## config.mk

```make
export PLATFORM = sky130hd
export DESIGN_NAME = bp_me_mem_cmd_arbiter_2to1
export DESIGN_NICKNAME = d
export VERILOG_FILES = /design/src/rtl/bp_me_mem_cmd_arbiter_2to1.sv
export SDC_FILE = /design/constraint.sdc
export NUM_CORES = 1
export LEC_CHECK = 0
export BUFFER_PORTS_ARGS = -buffer_cell sky130_fd_sc_hd__buf_2
export CORE_AREA = 2 2 306 308
export DETAILED_ROUTE_END_ITERATION = 8
export DIE_AREA = 0 0 308 310
export GPL_ROUTABILITY_DRIVEN = 0
export SLEW_MARGIN = 15
export SYNTH_ARGS = -nofsm -noshare
export SYNTH_HDL_FRONTEND = slang
export SYNTH_SLANG_ARGS = --single-unit
```

## constraint.sdc

```tcl
create_clock -name clk_i -period 2.45 [get_ports clk_i]
set_clock_uncertainty 0.1 [all_clocks]
set_input_delay 0.6125 -clock clk_i [delete_from_list [all_inputs] [get_ports clk_i]]
set_output_delay 0.6125 -clock clk_i [all_outputs]
set_load 0.005 [all_outputs]
```

## src/rtl/bp_me_mem_cmd_arbiter_2to1.sv

```systemverilog
// bp_me_mem_cmd_arbiter_2to1: round-robin 2:1 command merge with an in-order ID FIFO that routes responses back
module bp_me_mem_cmd_arbiter_2to1 #(
  parameter int header_width_p = 64,
  parameter int data_width_p = 64,
  parameter int outstanding_els_p = 4
) (
  input  logic                      clk_i,
  input  logic                      reset_i,
  input  logic [header_width_p-1:0] cmd_header_i [1:0],
  input  logic [data_width_p-1:0]   cmd_data_i [1:0],
  input  logic [1:0]                cmd_v_i,
  input  logic [1:0]                cmd_last_i,
  output logic [1:0]                cmd_ready_and_o,
  output logic [header_width_p-1:0] mem_cmd_header_o,
  output logic [data_width_p-1:0]   mem_cmd_data_o,
  output logic                      mem_cmd_v_o,
  output logic                      mem_cmd_last_o,
  input  logic                      mem_cmd_ready_and_i,
  input  logic [header_width_p-1:0] mem_resp_header_i,
  input  logic [data_width_p-1:0]   mem_resp_data_i,
  input  logic                      mem_resp_v_i,
  input  logic                      mem_resp_last_i,
  output logic                      mem_resp_ready_and_o,
  output logic [header_width_p-1:0] resp_header_o [1:0],
  output logic [data_width_p-1:0]   resp_data_o [1:0],
  output logic [1:0]                resp_v_o,
  output logic [1:0]                resp_last_o,
  input  logic [1:0]                resp_ready_and_i
);
  localparam int pw_lp = $clog2(outstanding_els_p);
  localparam int cw_lp = $clog2(outstanding_els_p + 1);
  logic lock_q, lock_d, owner_q, owner_d, prio_q, prio_d;
  logic [outstanding_els_p-1:0] fifo_q, fifo_d;
  logic [pw_lp-1:0] wptr_q, wptr_d, rptr_q, rptr_d;
  logic [cw_lp-1:0] cnt_q, cnt_d;
  logic full, empty, g, en, cmd_hs, push, pop, h;
  assign full = cnt_q == cw_lp'(outstanding_els_p);
  assign empty = cnt_q == '0;
  assign g = lock_q ? owner_q : (&cmd_v_i ? prio_q : cmd_v_i[1]);
  // a full FIFO blocks new messages only; a locked message always continues
  assign en = reset_i & (lock_q | (!full & |cmd_v_i));
  assign mem_cmd_header_o = cmd_header_i[g];
  assign mem_cmd_data_o = cmd_data_i[g];
  assign mem_cmd_last_o = cmd_last_i[g];
  assign mem_cmd_v_o = en & cmd_v_i[g];
  assign cmd_ready_and_o = {2{en & mem_cmd_ready_and_i}} & (g ? 2'b10 : 2'b01);
  assign cmd_hs = mem_cmd_v_o & mem_cmd_ready_and_i;
  assign push = cmd_hs & !lock_q;
  assign h = fifo_q[rptr_q];
  assign mem_resp_ready_and_o = !empty & resp_ready_and_i[h];
  assign resp_v_o = {2{!empty & mem_resp_v_i}} & (h ? 2'b10 : 2'b01);
  assign resp_last_o = {2{mem_resp_last_i}};
  assign pop = mem_resp_v_i & mem_resp_ready_and_o & mem_resp_last_i;
  for (genvar i = 0; i < 2; i++) begin : g_resp
    assign resp_header_o[i] = mem_resp_header_i;
    assign resp_data_o[i] = mem_resp_data_i;
  end
  always_comb begin
    lock_d = cmd_hs ? !cmd_last_i[g] : lock_q;
    owner_d = push ? g : owner_q;
    prio_d = (cmd_hs & cmd_last_i[g]) ? !g : prio_q;
    fifo_d = fifo_q;
    if (push) fifo_d[wptr_q] = g;
    wptr_d = push ? ((wptr_q == pw_lp'(outstanding_els_p - 1)) ? '0 : wptr_q + 1'b1) : wptr_q;
    rptr_d = pop ? ((rptr_q == pw_lp'(outstanding_els_p - 1)) ? '0 : rptr_q + 1'b1) : rptr_q;
    cnt_d = cnt_q + cw_lp'(push) - cw_lp'(pop);
  end
  always_ff @(posedge clk_i or negedge reset_i)
    if (!reset_i) begin
      lock_q <= 1'b0;
      owner_q <= 1'b0;
      prio_q <= 1'b0;
      fifo_q <= '0;
      wptr_q <= '0;
      rptr_q <= '0;
      cnt_q <= '0;
    end else begin
      lock_q <= lock_d;
      owner_q <= owner_d;
      prio_q <= prio_d;
      fifo_q <= fifo_d;
      wptr_q <= wptr_d;
      rptr_q <= rptr_d;
      cnt_q <= cnt_d;
    end
  resp_when_empty_a: assert property (@(posedge clk_i) disable iff (!reset_i) !(mem_resp_v_i && empty));
endmodule
```

==> flow_summary.yaml, run 1 <==
timing:
  fin_ws_ps: -196
  maxSlewHeadroom_pct: 72.3
  slew_violations: 0
  rsz0062_at_grt: "true"
  hold_viol: 0
  worstMarginPinSlew_ps: 412
  fin_crit_sh_pct: 108
  setup_viol: 115
  finalWorstPathRequiredPeriod_ps: 2650
  fmax_mhz: 378
drt:
  dr.pass1.iters: 4
  postRouteAntennaNets: 0
  vias_per_cell: 2.63
  drt-total-wl_mm: 41.7
  wl_per_cell_um: 19.3
  drtIter0Drc: 107
  vias: 5674
  drc: 0
synthesis:
  synthCells: 755
  synth_top_area_share_pct: 45.4
  synth_area_leader_cell: "buf_4"
  yosysMostFrequentCell: "nand2_1"
  avgSynthCellArea_um2: 5.80
  netlist_top_cells_count: "nand2_1, buf_4, dfrtp_1"
  synth_fp_nets: 1158
  synthFlopType: "dfrtp_1"
  synth.distinct_cells: 33
  ys_seq_area_share_pct: 8.00
  synth_area_leaders: "buf_4, nand2_1, dfrtp_1"
  synth_edf_count: 0
  synth_area_um2: 4380
  yosysWarnings: 0
  async_flop_share_pct: 100
  ys_ff_latch: 14
clocking:
  clk_pin_slew_worst_paths_ps: 50
  cts-htree-levels: 1
  cts-buffers-inserted: 3
  cts_tree: "done"
  clock-sinks: 14
  root_buffer: "clkbuf_16"
  worstSkewPairLatency_ps: 240
  clk_path_buf_depth: 2
  cts_hold_buf: 0
outcome:
  violations: "negative setup slack"
  status: "complete, but fails checks"
cells_and_area:
  multi_input_area_um2: 3080
  drive_gt1_share_pct: 76.4
  fin_area_um2: 8720
  seqCellArea_um2: 350
  final_util_pct: 9.43
  fillers: 10704
  instances_no_fill: 2157
  syn2layout_area_growth_pct: 99.1
  nets: 1354
setup_path:
  worstSetupPathType: "reg2reg"
  cp.required_ps: 2480
  r2r-start: "rptr_q[0]"
  end_kind: "flip-flop"
  crit_arrival_ps: 2670
  worstSetupStartpointType: "flip-flop"
  r2r_cells: 10
  ff2ff_setup_slack_ps: -200
  worstPathMaxFanout: 2
  r2r_end: "cnt_q[2]"
placed_design:
  io_buffer_count: 403
  place_ws_ps: -234
  dp_cells: 2094
  placed_cell_area_um2: 6170
  dpl.hpwl_mm: 30.8
floorplan:
  die_height_um: 310
  boundaryPins: 788
  num_rows: 112
  dieArea_um2: 95500
  die_x_um: 308
  core-area_um2: 92500
  initial_utilization_pct: 4.73
global_routing:
  antenna_found_initial: 21
  grt_overflow_total: 0
  grt_start_max_net_pins: 35
  grt_pass1_wl_mm: 45.5
  track_usage_pct: 7.30
  grt_pass1_vias: 5134
power:
  leakagePower_uw: 0.00446
  total_power_uw: 7810
  vdd_ir_drop_max_mv: 0.421
  p_per_area_nw_per_um2: 896
flow_run:
  maxCapViolCount: 0
hold_path:
  hp-class: "in2async"
## placed cells by master (no fill, tap or decap), drive strengths merged, types with 3 or more instances in the layout
cell type / netlist / final
nand2: 388 / 388
a21oi: 5 / 5
a31oi: 4 / 4
nor2: 8 / 8
mux2: 3 / 3
o21ai: 4 / 4
buf: 277 / 469
inv: 10 / 10
dfrtp: 14 / 14
diode: 0 / 11
ha: 7 / 7
clkbuf: 11 / 13
## worst max-delay path by stage
| stage | startpoint | to | slack [ps] | depth (start not counted) |
|---|---|---|---|---|
| floorplan | rptr_q[0] | cnt_q[2] | -140 | 10 |
| global placement | cmd_v_i[0] | mem_cmd_header_o[50] | -240 | 8 |
| detailed placement | cmd_v_i[0] | mem_cmd_header_o[56] | -230 | 8 |
| CTS | cmd_v_i[0] | mem_cmd_header_o[38] | -170 | 9 |
| global route | rptr_q[0] | cnt_q[2] | -300 | 10 |
| finish | rptr_q[0] | cnt_q[2] | -200 | 10 |
## cell type report
class | count | area share [%]
diodes | 11 | 0.316
clock buffers | 3 | 0.861
inverters | 10 | 0.431
multi-input cells | 443 | 35.3
flip-flops and latches | 14 | 4.02
well taps | 1197 | 17.2
repair buffers | 479 | 41.9
## logic make-up after synthesis
family	synth area share, %
XOR/XNOR	0.400
AND/OR/NAND/NOR	36.2
AO/OA/AOI/OAI	2.86
multiplexers	1.51
buffers and inverters	48.6
flip-flops	8.00
adder cells (fa/ha/maj)	2.46
## registers in the layout (all words and copies together) (netlist names)
register  count
lock_q        1
fifo_q        4
prio_q        1
owner_q       1
rptr_q        2
wptr_q        2
cnt_q         3
## power by group
part / internal (uW) / switching (uW) / leakage [uW]
clock: 213 / 89.1 / 0.0000370
sequential: 351 / 104 / 0.000170
combinational: 3530 / 3520 / 0.00426
## metrics by stage
stage,hold slack [ps],setup TNS (ps)
2_1_floorplan,217,-222
3_3_place_gp,386,-16740
3_5_place_dp,371,-19230
4_1_cts,258,-11600
5_1_grt,273,-19130
6_report,256,-12600
## layer usage
| layer | track usage (%) | up-vias | share of wire, % |
|---|---|---|---|
| met5 | 0.253 | - | 0.22 |
| met4 | 2.20 | 16 | 3.1 |
| met3 | 5.86 | 66 | 18 |
| met2 | 12.6 | 708 | 48 |
| met1 | 6.44 | 2442 | 31 |
| li1 | - | 2442 | - |
## timing repair
item                                    4_1_cts  5_1_grt
endpoints found under the setup margin      134      137
resized for setup                           156      304
buffers inserted                             16       16
pin swaps                                    46      196
cloned                                       11       13
## worst max-delay path, cell delays in order (launching register included)
cell and delay, ps:
dfrtp_1 360, mux4_2 540, mux2i_2 180, nor3b_2 210, ha_1 250, inv_1 60, ha_2 170, inv_2 40
fa_2 350, xnor2_2 150, xnor2_1 120
Power figures use the tool's default switching activity.
==> run 2, diff against run 1 <==
--- a/constraint.sdc
+++ b/constraint.sdc
@@ -3,3 +3,3 @@
 set_input_delay 0.6125 -clock clk_i [delete_from_list [all_inputs] [get_ports clk_i]]
 set_output_delay 0.6125 -clock clk_i [all_outputs]
-set_load 0.005 [all_outputs]
+set_load 0.1 [all_outputs]
==> flow_summary.yaml, run 2 (synthesized netlist as in run 1, its figures left out) <==
drt:
  dr.pass1.iters: 4
  dr_wl_met3_mm: 6.43
  highest_layer: "met5"
  vias_per_cell: 2.61
  wl_met1_mm: 9.41
  drtIter0Drc: 117
  wl_per_cell_um: 16.1
  vias: 5632
  drt-total-wl_mm: 34.8
  wl_met2_mm: 17.0
  postRouteAntennaNets: 0
  drc: 0
floorplan:
  die_height_um: 310
  initial_utilization_pct: 4.73
  num_rows: 112
  boundaryPins: 788
  dieArea_um2: 95500
  die_x_um: 308
  core-area_um2: 92500
clocking:
  root_buffer: "clkbuf_16"
  clock-sinks: 14
  cts_hold_buf: 0
  worstSkewPairLatency_ps: 250
  clk_pin_slew_worst_paths_ps: 60
  clk_path_buf_depth: 2
  cts-buffers-inserted: 3
  cts_tree: "done"
  cts-htree-levels: 1
timing:
  setup_viol: 134
  fin_crit_sh_pct: 114
  worstMarginPinSlew_ps: 489
  rsz0062_at_grt: "true"
  fmax_mhz: 359
  fin_ws_ps: -333
  slew_violations: 0
  maxSlewHeadroom_pct: 67.6
  hold-worst-slack_ps: 243
  finalWorstPathRequiredPeriod_ps: 2780
  hold_viol: 0
setup_path:
  r2r_cells: 10
  end_kind: "output pin"
  endpoint: "mem_cmd_data_o[48]"
  r2r-start: "rptr_q[0]"
  critPathLaunch: "cmd_v_i[0]"
  worstSetupStartpointType: "primary input"
  crit_arrival_ps: 2070
  worstPathMaxFanout: 8
  ff2ff_setup_slack_ps: -300
  worstSetupPathType: "in2out"
  cp.required_ps: 1740
  r2r_end: "cnt_q[2]"
cells_and_area:
  nets: 1368
  largest_reg_flops: 4
  final_util_pct: 14.2
  drive_gt1_share_pct: 89.4
  diodes: 0
  multi_input_area_um2: 5700
  final_common_cell: "buf_2"
  seqCellArea_um2: 352
  final_cell_mix: "buf_2, buf_12, nand2_4, nand2_8, nand2_1"
  reg.largest.list: "fifo_q: 4 flops, cnt_q: 3 flops"
  syn2layout_area_growth_pct: 200
  top_register: "fifo_q"
  fillers: 10225
power:
  vdd_ir_drop_max_mv: 0.750
  leakagePower_uw: 0.00563
  p_per_area_nw_per_um2: 1420
  total_power_uw: 18600
placed_design:
  io_buffer_count: 403
  place_ws_ps: -405
  dpl.hpwl_mm: 26.4
flow_run:
  maxCapViolCount: 0
outcome:
  violations: "negative setup slack"
  status: "complete, but fails checks"
global_routing:
  grt_pass1_vias: 5389
  grt_start_max_net_pins: 31
  grt_pass1_wl_mm: 38.5
  antenna_found_initial: 2
  track_usage_pct: 5.80
  grt_overflow_total: 0
hold_path:
  hp-class: "in2async"
-- run 2: critical path, stage by stage --
cell	delay, ps
buf_8	100
nor2b_4	130
o31ai_4	210
buf_12	180
buf_16	210
buf_12	200
buf_12	120
nand2_8	50
nand2_8	50
buf_12	160
-- run 2: routing by layer --
metal | up-vias | GRT usage [%]
li1 | 2465 | -
met2 | 628 | 9.56
met4 | 8 | 2.56
met3 | 64 | 5.35
met5 | - | 1.47
met1 | 2467 | 4.62
-- run 2: through the flow --
stage / area, um^2 / std cells / TNS (ps)
finish: 13100 / 2161 / -32070
global route: 13100 / 2161 / -41750
CTS: 10700 / 2135 / -42390
detailed placement: 10300 / 2124 / -44760
global placement: 10300 / 2124 / -44930
floorplan: 6450 / 755 / -1110
-- run 2: cell type report --
| type | count | share of cell area [%] |
|---|---|---|
| multi-input cells | 443 | 43.4 |
| well taps | 1197 | 11.4 |
| flip-flops and latches | 14 | 2.68 |
| inverters | 10 | 0.286 |
| repair buffers | 493 | 41.5 |
| clock buffers | 4 | 0.677 |
-- run 2: timing repair --
item,CTS,global route
gates cloned,1,15
setup endpoints to repair,135,137
resized for setup,51,393
setup buffers,6,13
pin swaps,7,166
-- run 2: report_power, final --
group	total, uW	leakage [uW]	internal [uW]	switching (uW)
Sequential	450	0.000169	351	98.8
Clock	367	0.0000442	249	118
Combinational	17800	0.00542	6810	11000
Total	18600	0.00563	7410	11200
-- run 2: worst min-delay path by stage --
stage,startpoint,to,slack (ps),depth (start not counted)
2_1_floorplan,reset_i,cnt_q[0],220,0
4_1_cts,reset_i,lock_q,250,2
3_5_place_dp,fifo_q[3],fifo_q[3],440,2
5_1_grt,reset_i,prio_q,250,2
6_report,reset_i,prio_q,240,2
3_3_place_gp,cnt_q[2],cnt_q[2],430,2
==> run 3, diff against run 2 <==
Settings changed: CORE_AREA 2 2 306 308 to 2 2 307 309, DIE_AREA 0 0 308 310 to 0 0 309 311.
Clock period 2.45 ns to 3.2 ns, I/O delays scaled along.
==> flow_summary.yaml, run 3 (synthesized netlist as in run 1, its figures left out) <==
floorplan:
  dieArea_um2: 96100
  die_x_um: 309
  core-area_um2: 92800
  num_rows: 112
  boundaryPins: 788
  initial_utilization_pct: 4.72
  die_height_um: 311
clocking:
  clock-sinks: 14
  clk_path_buf_depth: 2
  cts_tree: "done"
  cts-buffers-inserted: 3
  root_buffer: "clkbuf_16"
  clk_pin_slew_worst_paths_ps: 50
  cts.repair.resized: 0
  cts_setup_buffers: 0
  cts_hold_buf: 0
  cts-htree-levels: 1
  worstSkewPairLatency_ps: 240
hold_path:
  min_to: "cnt_q[2]"
  hp-class: "reg2reg"
  min_path_cells: 1
  hold_start: "cnt_q[2]"
setup_path:
  worstSetupPathType: "in2out"
  crit_arrival_ps: 2210
  critPathLaunch: "cmd_v_i[0]"
  crit_chain: "buf_2 -> nor2b_2 -> o31ai_4 -> buf_6 -> buf_12 -> nand2_1 -> nand2_2 -> buf_12"
  r2r-start: "rptr_q[0]"
  crit_path_frequent_cell: "buf_12"
  r2r_end: "cnt_q[2]"
  r2r_cells: 10
  ff2ff_setup_slack_ps: 280
  crit_buf_inv: 4
  slowest_stage: "o31ai_4"
  worstPathMaxFanout: 33
  cp_top_family: "buffers and inverters"
  end_kind: "output pin"
  cpPeakStageDelay_ps: 260
  cp.required_ps: 2300
  worstSetupStartpointType: "primary input"
placed_design:
  placed_cell_area_um2: 8520
  io_buffer_count: 403
  place_ws_ps: 30.4
  dp_cells: 2153
  dpl.hpwl_mm: 26.4
power:
  p_per_area_nw_per_um2: 1190
  leakagePower_uw: 0.00401
  vdd_ir_drop_max_mv: 0.607
timing:
  setup_viol: 0
  slew_violations: 0
  hold_viol: 0
  hold-worst-slack_ps: 394
  maxSlewHeadroom_pct: 67.8
  fin_ws_ps: 88.6
  worstMarginPinSlew_ps: 486
  fmax_mhz: 321
  fin_crit_sh_pct: 97.2
  rsz0062_at_grt: "false"
  finalWorstPathRequiredPeriod_ps: 3110
  setup_tns_ps: 0
cells_and_area:
  final_cell_mix: "buf_2, nand2_1, buf_12, nand2_2, buf_4"
  largest_reg_flops: 4
  drive_gt1_share_pct: 64.0
  syn2layout_area_growth_pct: 96.9
  reg.largest.list: "fifo_q: 4 flops, cnt_q: 3 flops"
  nets: 1307
  fillers: 10854
  fin_area_um2: 8620
  top_register: "fifo_q"
  instances_no_fill: 2161
  final_common_cell: "buf_2"
drt:
  vias: 5143
  vias_per_cell: 2.38
  drtIter0Drc: 139
  postRouteAntennaNets: 0
  drc: 0
  dr.pass1.iters: 4
  drt-total-wl_mm: 28.3
  wl_per_cell_um: 13.1
global_routing:
  grt_pass1_vias: 5228
  track_usage_pct: 5.37
  grt_start_max_net_pins: 66
  grt_overflow_total: 0
  grt_pass1_wl_mm: 35.9
  antenna_found_initial: 9
outcome:
  status: "complete, no violations"
flow_run:
  maxCapViolCount: 0
run 3: worst reg2reg max path, stage by stage, from the launching register on:
cell	delay (ps)
dfrtp_1	400
mux4_2	590
mux2i_1	210
nor3b_2	320
ha_1	280
inv_1	50
ha_1	120
inv_1	40
fa_1	380
xnor2_1	190
xnor2_1	140
run 3: routing by layer:
| metal | vias to the layer above | part of all wire, % | track usage [%] |
|---|---|---|---|
| li1 | 2326 | - | - |
| met1 | 2101 | 26 | 3.91 |
| met2 | 653 | 44 | 8.97 |
| met3 | 55 | 23 | 5.00 |
| met4 | 8 | 6.7 | 3.08 |
| met5 | - | 0.57 | 0.910 |
run 3: how the worst max path moves through the flow:
stage	end	depth (start not counted)	slack, ps
after global placement	mem_cmd_data_o[1]	8	10
after global routing	mem_cmd_data_o[1]	8	2
after CTS	mem_cmd_data_o[1]	8	7
final	mem_cmd_header_o[57]	8	90
after floorplan	mem_cmd_v_o	3	-40
after detailed placement	mem_cmd_data_o[1]	8	30
run 3: through the flow:
stage / power (uW) / util [%]
final: 10300 / 9.29
after global routing: 10700 / 9.29
after CTS: 10400 / 9.28
after detailed placement: 10100 / 9.18
after global placement: 10100 / 9.18
after floorplan: 7870 / -
run 3: final cells by class:
cell class | instances | area, um^2 | share of cell area, %
multi-input cells | 443 | 2250 | 26.2
clock buffers | 4 | 88.8 | 1.03
repair buffers | 432 | 4310 | 50.0
inverters | 10 | 37.5 | 0.435
well taps | 1254 | 1570 | 18.2
diodes | 4 | 10.0 | 0.116
flip-flops and latches | 14 | 350 | 4.06
run 3: power breakdown:
group          total, uW  internal, uW  leakage [uW]  switching [uW]
clock network        266           190     0.0000442            76.4
registers            362           268      0.000170            94.0
logic               9660          3170       0.00379            6490
total              10300          3630       0.00401            6660
